<file path="src/rtl/pipe_mem_pkg.sv">
// rtl/pipe_mem_pkg.sv - memory-stage types, size encodings and load/store funct3 constants
package pipe_mem_pkg;

  typedef struct packed {
    logic        ena;
    logic        write;
    logic [2:0]  funct3;
    logic [63:0] addr;
    logic [63:0] wdata;
  } mempack_t;

  typedef enum logic [1:0] {
    MEM_IDLE,
    MEM_REQ,
    MEM_WAIT,
    MEM_DONE
  } mem_state_t;

  localparam logic [1:0] SIZE_B = 2'd0;
  localparam logic [1:0] SIZE_H = 2'd1;
  localparam logic [1:0] SIZE_W = 2'd2;
  localparam logic [1:0] SIZE_D = 2'd3;

  localparam logic [2:0] F3_LB  = 3'd0;
  localparam logic [2:0] F3_LH  = 3'd1;
  localparam logic [2:0] F3_LW  = 3'd2;
  localparam logic [2:0] F3_LD  = 3'd3;
  localparam logic [2:0] F3_LBU = 3'd4;
  localparam logic [2:0] F3_LHU = 3'd5;
  localparam logic [2:0] F3_LWU = 3'd6;
  localparam logic [2:0] F3_SB  = 3'd0;
  localparam logic [2:0] F3_SH  = 3'd1;
  localparam logic [2:0] F3_SW  = 3'd2;
  localparam logic [2:0] F3_SD  = 3'd3;

  // An access is misaligned when the byte offset is not a multiple of its size.
  function automatic logic is_misaligned(input logic [1:0] size, input logic [2:0] off);
    case (size)
      SIZE_H:  return off[0];
      SIZE_W:  return |off[1:0];
      SIZE_D:  return |off;
      default: return 1'b0;
    endcase
  endfunction

endpackage

</file>
<file path="src/rtl/pipe_mem_lsu_align.sv">
// rtl/pipe_mem_lsu_align.sv - store strobe/lane shifting and load shift/mask/extend
module lsu_align
  import pipe_mem_pkg::*;
(
  input  logic [1:0]  st_size,
  input  logic [2:0]  st_off,
  input  logic [63:0] st_wdata,
  output logic [7:0]  st_strb,
  output logic [63:0] st_wdata_sh,
  input  logic [2:0]  ld_funct3,
  input  logic [2:0]  ld_off,
  input  logic [63:0] ld_rdata,
  output logic [63:0] ld_data
);

  logic [7:0]  size_mask;
  logic [63:0] ld_sh;
  logic        ld_sext;

  // Lanes past byte 7 fall off the top of the 8-bit strobe.
  always_comb begin
    case (st_size)
      SIZE_B:  size_mask = 8'h01;
      SIZE_H:  size_mask = 8'h03;
      SIZE_W:  size_mask = 8'h0F;
      default: size_mask = 8'hFF;
    endcase
    st_strb     = size_mask << st_off;
    st_wdata_sh = st_wdata << {st_off, 3'b000};
  end

  always_comb begin
    ld_sh   = ld_rdata >> {ld_off, 3'b000};
    ld_sext = ~ld_funct3[2];
    case (ld_funct3[1:0])
      SIZE_B:  ld_data = {{56{ld_sext & ld_sh[7]}}, ld_sh[7:0]};
      SIZE_H:  ld_data = {{48{ld_sext & ld_sh[15]}}, ld_sh[15:0]};
      SIZE_W:  ld_data = {{32{ld_sext & ld_sh[31]}}, ld_sh[31:0]};
      default: ld_data = ld_sh;
    endcase
  end

endmodule

</file>
<file path="src/rtl/pipe_mem.sv">
// rtl/pipe_mem.sv - RV64 memory stage: FSM, bus request registers, load capture
// Optional misaligned-access trap enabled by MEM_MISALIGN_CHECK_EN.
module pipe_mem
  import pipe_mem_pkg::*;
#(
  parameter int DATA_WIDTH = 64,
  parameter int ADDR_WIDTH = 64
) (
  input  logic                  clk,
  input  logic                  rst,
  input  mempack_t              mem_mempack,
  input  logic                  pipe_hold,
  output logic                  mem_stall,
  output logic                  load_valid,
  output logic [DATA_WIDTH-1:0] load_data,
`ifdef MEM_MISALIGN_CHECK_EN
  output logic                  misalign,
`endif
  output logic                  dbus_req_valid,
  input  logic                  dbus_req_ready,
  output logic                  dbus_req_write,
  output logic [ADDR_WIDTH-1:0] dbus_req_addr,
  output logic [DATA_WIDTH-1:0] dbus_req_wdata,
  output logic [7:0]            dbus_req_strb,
  input  logic                  dbus_resp_valid,
  input  logic [DATA_WIDTH-1:0] dbus_resp_rdata
);

  mem_state_t            state_q, state_d;
  logic                  write_q;
  logic [2:0]            funct3_q;
  logic [2:0]            off_q;
  logic                  req_valid_q;
  logic [ADDR_WIDTH-1:0] req_addr_q;
  logic [DATA_WIDTH-1:0] req_wdata_q;
  logic [7:0]            req_strb_q;
  logic [DATA_WIDTH-1:0] load_data_q;
  logic                  mis_now;
  logic                  mis_q;
  logic [7:0]            st_strb;
  logic [63:0]           st_wdata_sh;
  logic [63:0]           ld_data;

  lsu_align u_align (
    .st_size     (mem_mempack.funct3[1:0]),
    .st_off      (mem_mempack.addr[2:0]),
    .st_wdata    (mem_mempack.wdata),
    .st_strb     (st_strb),
    .st_wdata_sh (st_wdata_sh),
    .ld_funct3   (funct3_q),
    .ld_off      (off_q),
    .ld_rdata    (dbus_resp_rdata),
    .ld_data     (ld_data)
  );

`ifdef MEM_MISALIGN_CHECK_EN
  assign mis_now = is_misaligned(mem_mempack.funct3[1:0], mem_mempack.addr[2:0]);
`else
  assign mis_now = 1'b0;
`endif

  always_comb begin
    state_d = state_q;
    case (state_q)
      MEM_IDLE: if (mem_mempack.ena) state_d = mis_now ? MEM_DONE : MEM_REQ;
      MEM_REQ:  if (dbus_req_ready) state_d = write_q ? MEM_DONE : MEM_WAIT;
      MEM_WAIT: if (dbus_resp_valid) state_d = MEM_DONE;
      MEM_DONE: if (!pipe_hold) state_d = MEM_IDLE;
      default:  state_d = MEM_IDLE;
    endcase
  end

  always_ff @(posedge clk) begin
    if (rst) begin
      state_q     <= MEM_IDLE;
      write_q     <= 1'b0;
      funct3_q    <= 3'd0;
      off_q       <= 3'd0;
      req_valid_q <= 1'b0;
      req_addr_q  <= '0;
      req_wdata_q <= '0;
      req_strb_q  <= 8'd0;
      load_data_q <= '0;
      mis_q       <= 1'b0;
    end else begin
      state_q <= state_d;
      case (state_q)
        MEM_IDLE: if (mem_mempack.ena) begin
          write_q     <= mem_mempack.write;
          funct3_q    <= mem_mempack.funct3;
          off_q       <= mem_mempack.addr[2:0];
          req_valid_q <= ~mis_now;
          req_addr_q  <= {mem_mempack.addr[ADDR_WIDTH-1:3], 3'b000};
          req_wdata_q <= mem_mempack.write ? st_wdata_sh : '0;
          req_strb_q  <= st_strb;
          mis_q       <= mis_now;
          if (mis_now) load_data_q <= '0;
        end
        MEM_REQ:  if (dbus_req_ready) req_valid_q <= 1'b0;
        MEM_WAIT: if (dbus_resp_valid) load_data_q <= ld_data;
        MEM_DONE: if (!pipe_hold) mis_q <= 1'b0;
        default:  ;
      endcase
    end
  end

  assign mem_stall      = !((state_q == MEM_IDLE && !mem_mempack.ena) || state_q == MEM_DONE);
  assign load_valid     = (state_q == MEM_DONE) && !write_q && !mis_q;
  assign load_data      = load_data_q;
  assign dbus_req_valid = req_valid_q;
  assign dbus_req_write = write_q;
  assign dbus_req_addr  = req_addr_q;
  assign dbus_req_wdata = req_wdata_q;
  assign dbus_req_strb  = req_strb_q;
`ifdef MEM_MISALIGN_CHECK_EN
  assign misalign       = mis_q;
`endif

endmodule

</file>
<file path="config.mk">
export PLATFORM = sky130hd
export DESIGN_NAME = pipe_mem
export DESIGN_NICKNAME = d
export VERILOG_FILES = /design/src/rtl/pipe_mem_pkg.sv /design/src/rtl/pipe_mem_lsu_align.sv /design/src/rtl/pipe_mem.sv
export SDC_FILE = /design/constraint.sdc
export NUM_CORES = 1
export LEC_CHECK = 0
export CAP_MARGIN = 20
export CORE_MARGIN = 5
export CORE_UTILIZATION = 45
export DETAILED_ROUTE_END_ITERATION = 10
export PLACE_DENSITY = 0.85
export SLEW_MARGIN = 5
export SYNTH_ARGS = -nofsm -noshare
export SYNTH_HDL_FRONTEND = slang
export SYNTH_SLANG_ARGS = --single-unit
export TNS_END_PERCENT = 5
</file>
<file path="constraint.sdc">
create_clock -name clk -period 2.52 [get_ports clk]
set_input_delay 0.504 -clock clk [delete_from_list [all_inputs] [get_ports clk]]
set_output_delay 0.504 -clock clk [all_outputs]
set_load 0.01 [all_outputs]
</file>
## After elaboration in Yosys (flattened, before gate mapping)

Index checks and enable logic that the tools add are counted.

| cells by class | value |
|---|---|
| shift-type cells | 3 |
| bitwise operators | 4 |
| eq/ne operators | 11 |
| reductions and logical operators | 18 |
| multiplexer cells | 15 |

Operator list:

| operator | count |
|---|---|
| $pmux 64 s3 | 1 |
| $mux 64 | 1 |
| $shl 64x6->64 | 1 |
| $shr 64x6->64 | 1 |
| $pmux 8 s3 | 1 |
| $eq 2x2->1 const B | 4 |
| $mux 2 | 4 |
| $ne 2x2->1 const B | 4 |
| $pmux 2 s4 | 1 |
| $shl 8x3->8 | 1 |
| $eq 2x1->1 const B | 3 |
| $logic_not 2->1 | 3 |
| $reduce_and 3->1 | 2 |
| $mux 1 | 5 |
| $logic_not 1->1 | 4 |
| $pmux 1 s2 | 2 |
| $reduce_and 2->1 | 2 |
| $reduce_and 4->1 | 1 |
| $reduce_bool 2->1 | 2 |
| $and 1x1->1 | 3 |
| $logic_and 1x1->1 | 3 |
| $logic_or 1x1->1 | 1 |
| $not 1->1 | 1 |

| word-level totals | value |
|---|---|
| register bits | 208 |
| word-level logic and storage cells | 61 |

## Logic depth before layout (Yosys ltp)

Gate-level depths: netlist of the first run.

| logic depth | value |
|---|---|
| depth in word-level cells | 4 |
| depth in mapped cells | 9 |
| mapped depth without buffers | 6 |

## Cells and area by module

From an unflattened synthesis of the first run, not the netlist that was laid out.

| unflattened totals | value |
|---|---|
| cell total of the unflattened synthesis | 1,439 |
| area total of the unflattened synthesis | 11,554.8 um^2 |

By module, submodules not included:

| module | times used | cells each | area each (um^2) |
|---|---|---|---|
| pipe_mem | 1 | 926 | 7,333.3 |
| lsu_align | 1 | 513 | 4,221.5 |

## Worst setup path after synthesis of the first run

Ideal clock, no wire load.

| path | value |
|---|---|
| path type | input-to-reg |
| start point | input port mem_mempack[64] in the netlist's numbering |
| end point | register req_wdata_q[63] (netlist: dbus_req_wdata[63]) |
| library setup time | 128 ps |
| buffers on the path | 3 |
| stages on the path | 7 |
| data arrival time | 1,967 ps |
| path slack | 425 ps |
| path through | buf_2 -> buf_2 -> buf_2 -> mux4_2 -> mux2_2 -> a22oi_1 -> nor2_1 |

| between the ends | value |
|---|---|
| word-level cells in the longest chain between the ends | 2 |

Ends and longest elaborated chain:

| element | RTL line | source |
|---|---|---|
| start: declaration | pipe_mem.sv:11 | `input mempack_t mem_mempack,` |
| $shl 64x6->64 | pipe_mem_lsu_align.sv:29 | `st_wdata_sh = st_wdata << {st_off, 3'b000};` |
| $mux 64 | pipe_mem.sv:94 | `req_wdata_q <= mem_mempack.write ? st_wdata_sh : '0;` |
| end signal: assignment | pipe_mem.sv:94 |  |
| end: declaration | pipe_mem.sv:35 | `logic [DATA_WIDTH-1:0] req_wdata_q;` |

No other way between the ends.
A chain may end at the register's enable or synchronous reset.

## Final worst setup path of the first run

| path | value |
|---|---|
| start point | register state_q[1] |
| end point | output port load_valid |

| between the ends | value |
|---|---|
| word-level cells in the longest chain between the ends | 3 |

Ends and longest elaborated chain:

| element | RTL line | source |
|---|---|---|
| start: declaration | pipe_mem.sv:29 | `mem_state_t state_q, state_d;` |
| start signal: assignment | pipe_mem.sv:86 | `state_q <= state_d;` |
| $eq 2x2->1 | pipe_mem.sv:108 | `assign load_valid = (state_q == MEM_DONE) && !write_q && !mis_q;` |
| $logic_and 1x1->1 (2 in a row) | pipe_mem.sv:108 |  |
| end: declaration | pipe_mem.sv:14 | `output logic load_valid,` |

No other way between the ends.

==> results of run 1 <==
state kept, by name (all words and copies together) (netlist names):
signal	flops
dbus_req_valid	1
state_q	2
dbus_req_addr	61
dbus_req_strb	8
load_data	64
dbus_req_write	1
off_q	3
dbus_req_wdata	64
funct3_q	3
routing by layer:
| metal | track usage (%) | vias to the layer above |
|---|---|---|
| li1 | - | 5084 |
| met1 | 35.4 | 5337 |
| met2 | 51.6 | 690 |
| met3 | 7.58 | 127 |
| met4 | 13.5 | 0 |
| met5 | 0 | - |
where the power goes:
group          switching (uW)  internal [uW]
Sequential                407           3840
Clock                    1370           1990
Combinational            2710           2470
critical path: cells and delay by family, from the launching register on:
family / cells / cell delay [ns]
adder cells (fa/ha/maj): 1 / 0.22
buffers and inverters: 1 / 0.57
flip-flops: 1 / 0.41
AND/OR/NAND/NOR: 1 / 0.13
worst max path at each step:
stage / endpoint / slack, ns / cells past startpoint
2_1_floorplan: dbus_req_wdata[63] / 0.43 / 7
3_3_place_gp: load_data[50] / -0.08 / 6
3_5_place_dp: load_data[27] / -0.14 / 6
4_1_cts: load_valid / 0.17 / 3
5_1_grt: load_data[12] / 0.06 / 5
6_report: load_valid / 0.18 / 3
final cells by class:
class                   instances  area share (%)
diodes                          1          0.0157
repair buffers                459            29.2
inverters                       5           0.117
flip-flops and latches        207            26.0
well taps                     319            2.50
clock buffers                  31            4.03
clock inverters                 9           0.681
multi-input cells             863            37.5
cells in the mapped netlist, types with 5 or more instances:
cell,count
nor2_1,134
buf_2,17
mux2i_1,54
o21ai_0,7
a22o_1,16
or2_2,15
a21oi_1,91
o2bb2ai_1,15
nor2b_1,16
buf_1,11
buf_4,11
nand2b_1,11
a311oi_1,61
a211oi_1,10
mux2_2,27
nand2_1,226
a32oi_1,15
ha_1,5
clkbuf_1,81
o211ai_1,11
mux4_2,50
dfxtp_1,207
a22oi_1,58
a211o_1,7
cells by family (layout without fill, tap and decap cells):
kind of cell	after synthesis	in the layout	synth area share (%)
AND/OR/NAND/NOR	425	425	16.6
buffers and inverters	127	504	5.20
flip-flops	207	207	38.9
other	1	4	0.0352
adder cells (fa/ha/maj)	5	5	0.587
AO/OA/AOI/OAI	297	297	20.0
multiplexers	133	133	18.7
per-stage QoR:
| step | area (sq um) | util, % | cells |
|---|---|---|---|
| global placement | 15200 | 65.0 | 1853 |
| finish | 16000 | 68.3 | 1894 |
| CTS | 16000 | 68.3 | 1893 |
| global route | 16000 | 68.3 | 1893 |
| floorplan | 10700 | - | 1197 |
| detailed placement | 15200 | 65.0 | 1853 |
what timing repair did:
action	in CTS	in global routing
setup endpoints to repair	1	0
buffers inserted	0	0
resized for setup	2	0
==> results by group, run 1 <==
Outcome
  • Outcome: complete, no violations

Critical path
  • CP arrival: 1.83 ns
  • Crit path largest cell delay: 0.57 ns
  • CP max-delay cell: clkdlybuf4s50_1
  • Worst EP required: 2.02 ns
  • RR Startpoint: off_q[1]
  • Worst Reg-to-Reg Cells: 5
  • Worst setup EP type: primary output
  • Crit-path max FO: 5
  • Critical Path Source: state_q[1]
  • Worst setup SP type: register
  • Critical path cell sequence: ha_1, nor2b_1, clkdlybuf4s50_1
  • Reg-to-reg setup timing slack: 0.18 ns
  • R2R Path End: load_data[12]
  • Setup CP Type: register to primary output

Yosys
  • Sequential element share of the synthesized area: 38.9%
  • Yosys top cell area share: 38.9%
  • Warnings, synthesis: 0
  • Avg Synthesized Cell Area: 8.92 sq um
  • Synthesis-stage register bit count: 207
  • Yosys cell types: 46
  • Synth Flop Type: dfxtp_1
  • EDFF count, synth: 0
  • Area contributors post-synth: dfxtp_1 39%, mux4_2 11%, nand2_1 8.0%
  • Synth area leader: dfxtp_1
  • FFs w/ async S/R, synth: 0%
  • Cell count after synthesis: 1195
  • Syn Std Cell Area: 0.0107 sq mm

Detailed routing
  • Residual DRC: 0
  • Routed len/inst: 22.5 um
  • Met3 Wirelength: 4510 um
  • Drt via density: 5.93
  • Final wirelength: 42700 um
  • Met2 wire len: 20800 um
  • Detailed Routing Iterations Pass 1: 7
  • Met1 wire length: 15200 um
  • 1st-iter DRT viols: 1039
  • Final ANT Viol Nets: 0
  • Vias: 11200
  • Top routing layer used: met4

Final layout
  • Fillers: 1794
  • Most frequent cells in the layout: 398 x clkdlybuf4s50_1, 225 x nand2_1, 205 x dfxtp_1
  • Most common cell after layout, fill and taps aside: clkdlybuf4s50_1
  • Multi-input gate area: 0.00599 sq mm
  • Layout cells sized above 1: 12.8%
  • Final nets: 1765
  • Sequential cell area: 0.00415 sq mm
  • P&R area growth vs syn: 49.9%

Clocking
  • Max H-tree Level: 1
  • Skew-Pair Late Insertion Delay: 0.51 ns
  • Cts bufs inserted: 22
  • Maximum clock path buffer count: 3
  • Clock root buffer: clkbuf_16
  • CTS tree: done
  • Hold buffers post-CTS: 0
  • TritonCTS Sinks: 207
  • Worst-path clk slew: 0.06 ns

STA
  • Final Hold Viols: 0
  • Crit path time final: 2.34 ns
  • Fin crit share: 92.8%
  • RSZ-0062 raised after global routing: no
  • Worst slew pin tran: 0.801 ns
  • Clk_skew: 0.0171 ns
  • Highest clock rate: 428 MHz
  • Relative slew margins: 46.5%
  • Slew Limit Fails: 0
  • Hold WS: 0.381 ns
  • Setup TNS: 0 ns
  • Min setup slack post-route: 0.181 ns
  • Final setup viols: 0

Floorplan
  • Vert. Die Dim: 164 um
  • Initial Util: 45.5%
  • Die W: 164 um
  • I/O pins: 406
  • Rows: 56
  • Die area: 0.0269 sq mm
  • Core Footprint: 0.0234 sq mm

GRT
  • Initial antenna violation count: 0
  • First-pass GRT wire length: 63500 um
  • GR Overflow Total: 0
  • Total Routing Usage GR: 30.0%
  • Largest net degree at the start of global routing: 84
  • Vias in the first global route: 10900

Min path
  • Worst Hold Depth: 2
  • Hold EP: dbus_req_addr[62]
  • Worst Hold Class: input pin to register
  • Min-Delay Startpoint: rst

Placed design
  • RD Place Congestion: 0.959
  • Buffers added on ports: 402
  • DP Wirelength: 32200 um
  • Setup WS pre-CTS: -0.138 ns

Power and ir drop
  • Power, Total: 12800 uW
  • Maximum VDD drop: 0.000671 V
  • P_leak: 0.00561 uW
  • Power Density: 800 mW/mm^2

Flow run
  • Max_cap viols: 0
Power figures use the tool's default switching activity.
==> run 2: changes to the inputs <==
--- a/config.mk
+++ b/config.mk
@@ -9,7 +9,7 @@
 export CORE_MARGIN = 5
 export CORE_UTILIZATION = 45
 export DETAILED_ROUTE_END_ITERATION = 10
-export PLACE_DENSITY = 0.85
+export PLACE_DENSITY = 0.82
 export SLEW_MARGIN = 5
 export SYNTH_ARGS = -nofsm -noshare
 export SYNTH_HDL_FRONTEND = slang
==> results by group, run 2 (synthesis results as in run 1) <==
Final layout
  • Final core occ: 68.3% (about the same)
  • Most frequent cells in the layout: 398 x clkdlybuf4s50_1, 225 x nand2_1, 205 x dfxtp_1
  • Layout cells sized above 1: 12.9% (+0.10 points)
  • Final nets: 1767 (+0.11%)
  • P&R area growth vs syn: 50.0% (about the same)
  • Multi-input gate area: 0.00599 sq mm (unchanged)
  • Most common cell after layout, fill and taps aside: clkdlybuf4s50_1
  • Fillers: 1846 (+2.9%)
  • Sequential cell area: 0.00415 sq mm (about the same)
  • Post-route cell area: 0.0160 sq mm (about the same)

Clocking
  • CTS tree: done
  • Cts repair resizes: 2 (unchanged)
  • Cts bufs inserted: 24 (+9.1%)
  • Worst-path clk slew: 0.06 ns (about the same)
  • Clock root buffer: clkbuf_16
  • TritonCTS Sinks: 207 (unchanged)
  • Maximum clock path buffer count: 3 (unchanged)
  • Setup repair bufs after CTS: 0 (unchanged)
  • Max H-tree Level: 1 (unchanged)
  • Skew-Pair Late Insertion Delay: 0.52 ns (about the same)
  • Hold buffers post-CTS: 0 (unchanged)

Power and ir drop
  • Combinational power share: 39.7% (-0.8 points)
  • Power Density: 810 mW/mm^2 (+1.2%)
  • Internal cell power: 8420 uW (+1.5%)
  • Reg power frac: 32.7% (-0.5 points)
  • Clock Power Share: 27.6% (+1.3 points)
  • Switch share: 35.0% (-0.11 points)
  • P_leak: 0.00563 uW (+0.26%)
  • Psw: 4530 uW (+0.95%)
  • Maximum VDD drop: 0.000648 V (-3.3%)

Min path
  • Hold EP: state_q[1]
  • Worst Hold Depth: 2 (unchanged)
  • Worst Hold Class: input pin to register
  • Min-Delay Startpoint: rst

Placed design
  • Buffers added on ports: 402 (unchanged)
  • DP Wirelength: 31800 um (-1.3%)
  • RD Place Congestion: 0.957 (-0.17%)
  • Placed cell area: 0.0152 sq mm (-0.33%)

Critical path
  • RR Startpoint: off_q[1]
  • CP max-delay cell: dfxtp_1
  • Worst setup EP type: primary output
  • Buf/Inv on CP: 2 (+1)
  • CP arrival: 1.85 ns (+0.02 ns)
  • Critical path cell sequence: inv_1, ha_2, nand2b_1, nor2b_1, dlygate4sd2_1
  • Top Family by Delay on Critical Path: buffers and inverters
  • Crit-path max FO: 6 (+1)
  • Worst EP required: 2.02 ns (about the same)
  • Crit path largest cell delay: 0.39 ns (-0.18 ns)
  • R2R Path End: load_data[11]
  • Setup CP Type: register to primary output
  • Worst setup SP type: register
  • Reg-to-reg setup timing slack: 0.32 ns (+0.14 ns)
  • Worst Reg-to-Reg Cells: 5 (unchanged)

Detailed routing
  • Final wirelength: 42200 um (-1.0%)
  • Vias: 11200 (-0.16%)
  • Drt via density: 5.91 (-0.37%)
  • 1st-iter DRT viols: 1042 (+0.29%)
  • Final ANT Viol Nets: 0 (unchanged)
  • Detailed Routing Iterations Pass 1: 5 (-2)
  • Routed len/inst: 22.3 um (-1.2%)
  • Residual DRC: 0 (unchanged)

GRT
  • Largest net degree at the start of global routing: 81 (-3.6%)
  • First-pass GRT wire length: 63300 um (-0.30%)
  • Initial antenna violation count: 2 (+2)
  • Met2 GRT Util: 50.2% (-1.4 points)
  • Met1 usage: 35.9% (+0.51 points)
  • Met3 Usage GRT: 7.50% (-0.075 points)
  • Global route hottest layer: met2
  • GR Overflow Total: 0 (unchanged)
  • Vias in the first global route: 11000 (+0.88%)
  • Total Routing Usage GR: 29.9% (-0.062 points)

Floorplan
  • Initial Util: 45.5% (unchanged)
  • I/O pins: 406 (unchanged)
  • Rows: 56 (unchanged)
  • Die area: 0.0269 sq mm (unchanged)
  • Core Footprint: 0.0234 sq mm (unchanged)
  • Die W: 164 um (unchanged)
  • Vert. Die Dim: 164 um (unchanged)

STA
  • Fin crit share: 93.5% (+0.74 points)
  • Crit path time final: 2.36 ns (+0.0187 ns)
  • Worst slew pin tran: 0.753 ns (-0.0473 ns)
  • Relative slew margins: 49.7% (+3.2 points)
  • RSZ-0062 raised after global routing: no
  • Slew Limit Fails: 0 (unchanged)
  • Final setup viols: 0 (unchanged)
  • Final Hold Viols: 0 (unchanged)
  • Clk_skew: 0.0138 ns (-0.00321 ns)
  • Highest clock rate: 424 MHz (-0.79%)

Flow run
  • Max_cap viols: 0 (unchanged)

Outcome
  • Outcome: complete, no violations
## run 2: layer usage
layer	wire length (um)	vias up	part of all wire, %
li1	-	5077	-
met1	15100	5284	36
met2	20200	728	48
met3	4630	131	11
met4	2320	0	5.5
met5	0	-	0
## run 2: how the worst max path moves through the flow
| stage | cells past startpoint | startpoint | end |
|---|---|---|---|
| finish | 5 | state_q[0] | mem_stall |
| global route | 3 | state_q[0] | load_valid |
| CTS | 5 | state_q[0] | mem_stall |
| detailed placement | 6 | dbus_resp_rdata[63] | load_data[25] |
| global placement | 6 | dbus_resp_rdata[63] | load_data[19] |
| floorplan | 7 | mem_mempack[64] | dbus_req_wdata[63] |
## run 2: final cells by class
class,instances,area share [%]
multi-input combinational,863,37.5
timing repair buffer,459,28.9
sequential,207,26.0
clock buffer,33,4.35
tap,319,2.50
clock inverter,10,0.720
inverter,5,0.117
antenna,2,0.0313
## run 2: power groups by stage
stage	combinational (uW)	sequential (uW)	clock (uW)
after floorplan	2510	4420	0
after global placement	4990	4270	0
after detailed placement	5090	4290	0
after CTS	5110	4230	3610
after global routing	5510	4310	3750
final	5140	4240	3570
## run 2: worst register-to-register path, stage by stage (launching register included)
cell      delay (ns)
dfxtp_4         0.48
buf_12          0.32
mux2i_1         0.27
mux4_2          0.48
or2_2           0.28
a311oi_1        0.27
## run 2: through the flow
stage / TNS, ns / setup slack, ns / total power, uW / std cells / hold slack (ns)
2_1_floorplan: 0 / 0.425 / 6930 / 1197 / 0.464
3_3_place_gp: -3.93 / -0.0877 / 9260 / 1852 / 0.441
3_5_place_dp: -6.50 / -0.157 / 9380 / 1853 / 0.447
4_1_cts: 0 / 0.148 / 13000 / 1896 / 0.356
5_1_grt: 0 / 0.0144 / 13600 / 1898 / 0.393
6_report: 0 / 0.163 / 12900 / 1898 / 0.383
==> run 3: changes to the inputs <==
--- a/config.mk
+++ b/config.mk
@@ -5,6 +5,7 @@
 export SDC_FILE = /design/constraint.sdc
 export NUM_CORES = 1
 export LEC_CHECK = 0
+export ABC_CLOCK_PERIOD_IN_PS = 2520
 export CAP_MARGIN = 20
 export CORE_MARGIN = 5
 export CORE_UTILIZATION = 45
==> results of run 3 <==
Final layout, timing and power as in run 2 (identical DEF).
==> edit (settings of run 1) <==
The 4 states of `mem_state_t` get a Gray code encoding in 2 bits.
--- a/src/rtl/pipe_mem_pkg.sv
+++ b/src/rtl/pipe_mem_pkg.sv
@@ -11,8 +11,8 @@
 
   typedef enum logic [1:0] {
-    MEM_IDLE,
-    MEM_REQ,
-    MEM_WAIT,
-    MEM_DONE
+    MEM_IDLE = 2'b00,
+    MEM_REQ  = 2'b01,
+    MEM_WAIT = 2'b11,
+    MEM_DONE = 2'b10
   } mem_state_t;
 
Check against the original RTL: no difference found for any inputs over 4 cycles, from zero or initial values and one cycle with rst high; so few cycles prove little.
==> edit against run 1 <==
- critical endpoint is now mem_stall
- largest cell class unchanged
- via count is 1.5% higher
- synthesized cell count is 8.0% higher
- sequential cell count did not move
- routed wire length increased by 2.0%
- cell area up 0.62%
- synthesized area up 1.5%
- worst setup slack worse by 0.024 ns
Power is not compared: it rests on default switching activity, and its combinational part moved more than twofold at a synthesized area within 25%.
==> edit: results (changes against run 1) <==
yosys:
  synth_area_leaders: "dfxtp_1 38%, nand2_1 8.4%, mux2_2 5.9%"
  post_synth_num_cell_types: 49  # +6.5%
  ys_seq_area_share_pct: 38.3  # -0.58 points
timing:
  skew_ns: 0.00901  # -0.00804 ns
  worst_pin_slew_ns: 0.910  # +0.110 ns
global_route:
  met3_usage_pct: 8.04  # +0.46 points
  grt_pass1_wl_um: 64600  # +1.8%
  gr-usage-met1_pct: 35.6  # +0.21 points
  met2_usage_pct: 50.7  # -0.85 points
  antenna_found_initial: 2  # +2
worst_setup_path:
  arrival_ns: 1.86  # +0.03 ns
  path_max_fanout: 3  # -2
  reg2reg_to: "load_data[56]"
finish:
  drive_above_1_share_pct: 13.2  # +0.41 points
  nets: 1858  # +5.3%
place:
  gp_congestion: 1.01  # +5.7%
  dp_hpwl_um: 32600  # +1.2%
min_path:
  holdPathEnd: "dbus_req_wdata[22]"
  hold_depth: 2  # unchanged
detailed_routing:
  top_layer: "met5"
  met2WireLength_um: 20700  # -0.61%
  routed_wl_um: 43500  # +2.0%
  wl_met1_um: 15700  # +3.6%
  detail_route.first_pass.iterations: 5  # -2
  wl_met3_um: 4800  # +6.5%
cts:
  cts_resized: 0  # -2
  cts_buffers: 23  # +4.5%
run_status:
  status: "completed"
[edit: logic make-up after synthesis]
family | synth area share, %
compound gates | 20.7
flops | 38.3
mux | 15.6
buf+inv | 5.55
simple gates | 19.9
other cells | 0.0347
[edit: cell type report]
| type | instances | area [µm²] |
|---|---|---|
| antenna | 1 | 2.50 |
| multi-input combinational | 948 | 6090 |
| clock buffer | 29 | 648 |
| sequential | 207 | 4150 |
| clock inverter | 9 | 90.1 |
| inverter | 15 | 56.3 |
| tap | 319 | 399 |
| fill | 1869 | 7470 |
| timing repair buffer | 461 | 4640 |
[edit: worst max-delay path by stage]
stage,start,to,slack (ns),cells past startpoint
after global routing,state_q[1],mem_stall,0.07,3
after global placement,dbus_resp_rdata[23],load_data[56],-0.17,6
after detailed placement,dbus_resp_rdata[23],load_data[56],-0.20,6
final,mem_mempack[132],mem_stall,0.16,4
after floorplan,mem_mempack[65],dbus_req_wdata[63],0.25,6
after CTS,state_q[1],mem_stall,0.14,3
[edit: critical path, stage by stage]
cell	delay, ns
clkdlybuf4s50_1	0.42
nor2b_1	0.15
or2_2	0.28
clkdlybuf4s50_1	0.50
[edit: where the power goes]
group | internal (mW) | switching (mW)
Clock | 1.92 | 1.39
Sequential | 3.41 | 0.101
Combinational | 0.981 | 1.00
Total | 6.31 | 2.49
[edit: per-stage QoR]
stage,cell area (µm²),setup WS [ns],instances,setup TNS [ns],power (mW)
finish,16100,0.158,1989,0,8.81
detailed placement,15300,-0.200,1949,-5.19,5.53
global placement,15300,-0.165,1949,-4.57,5.50
global route,16100,0.0702,1989,0,9.14
CTS,16100,0.139,1987,0,8.84
floorplan,10800,0.253,1293,0,4.53
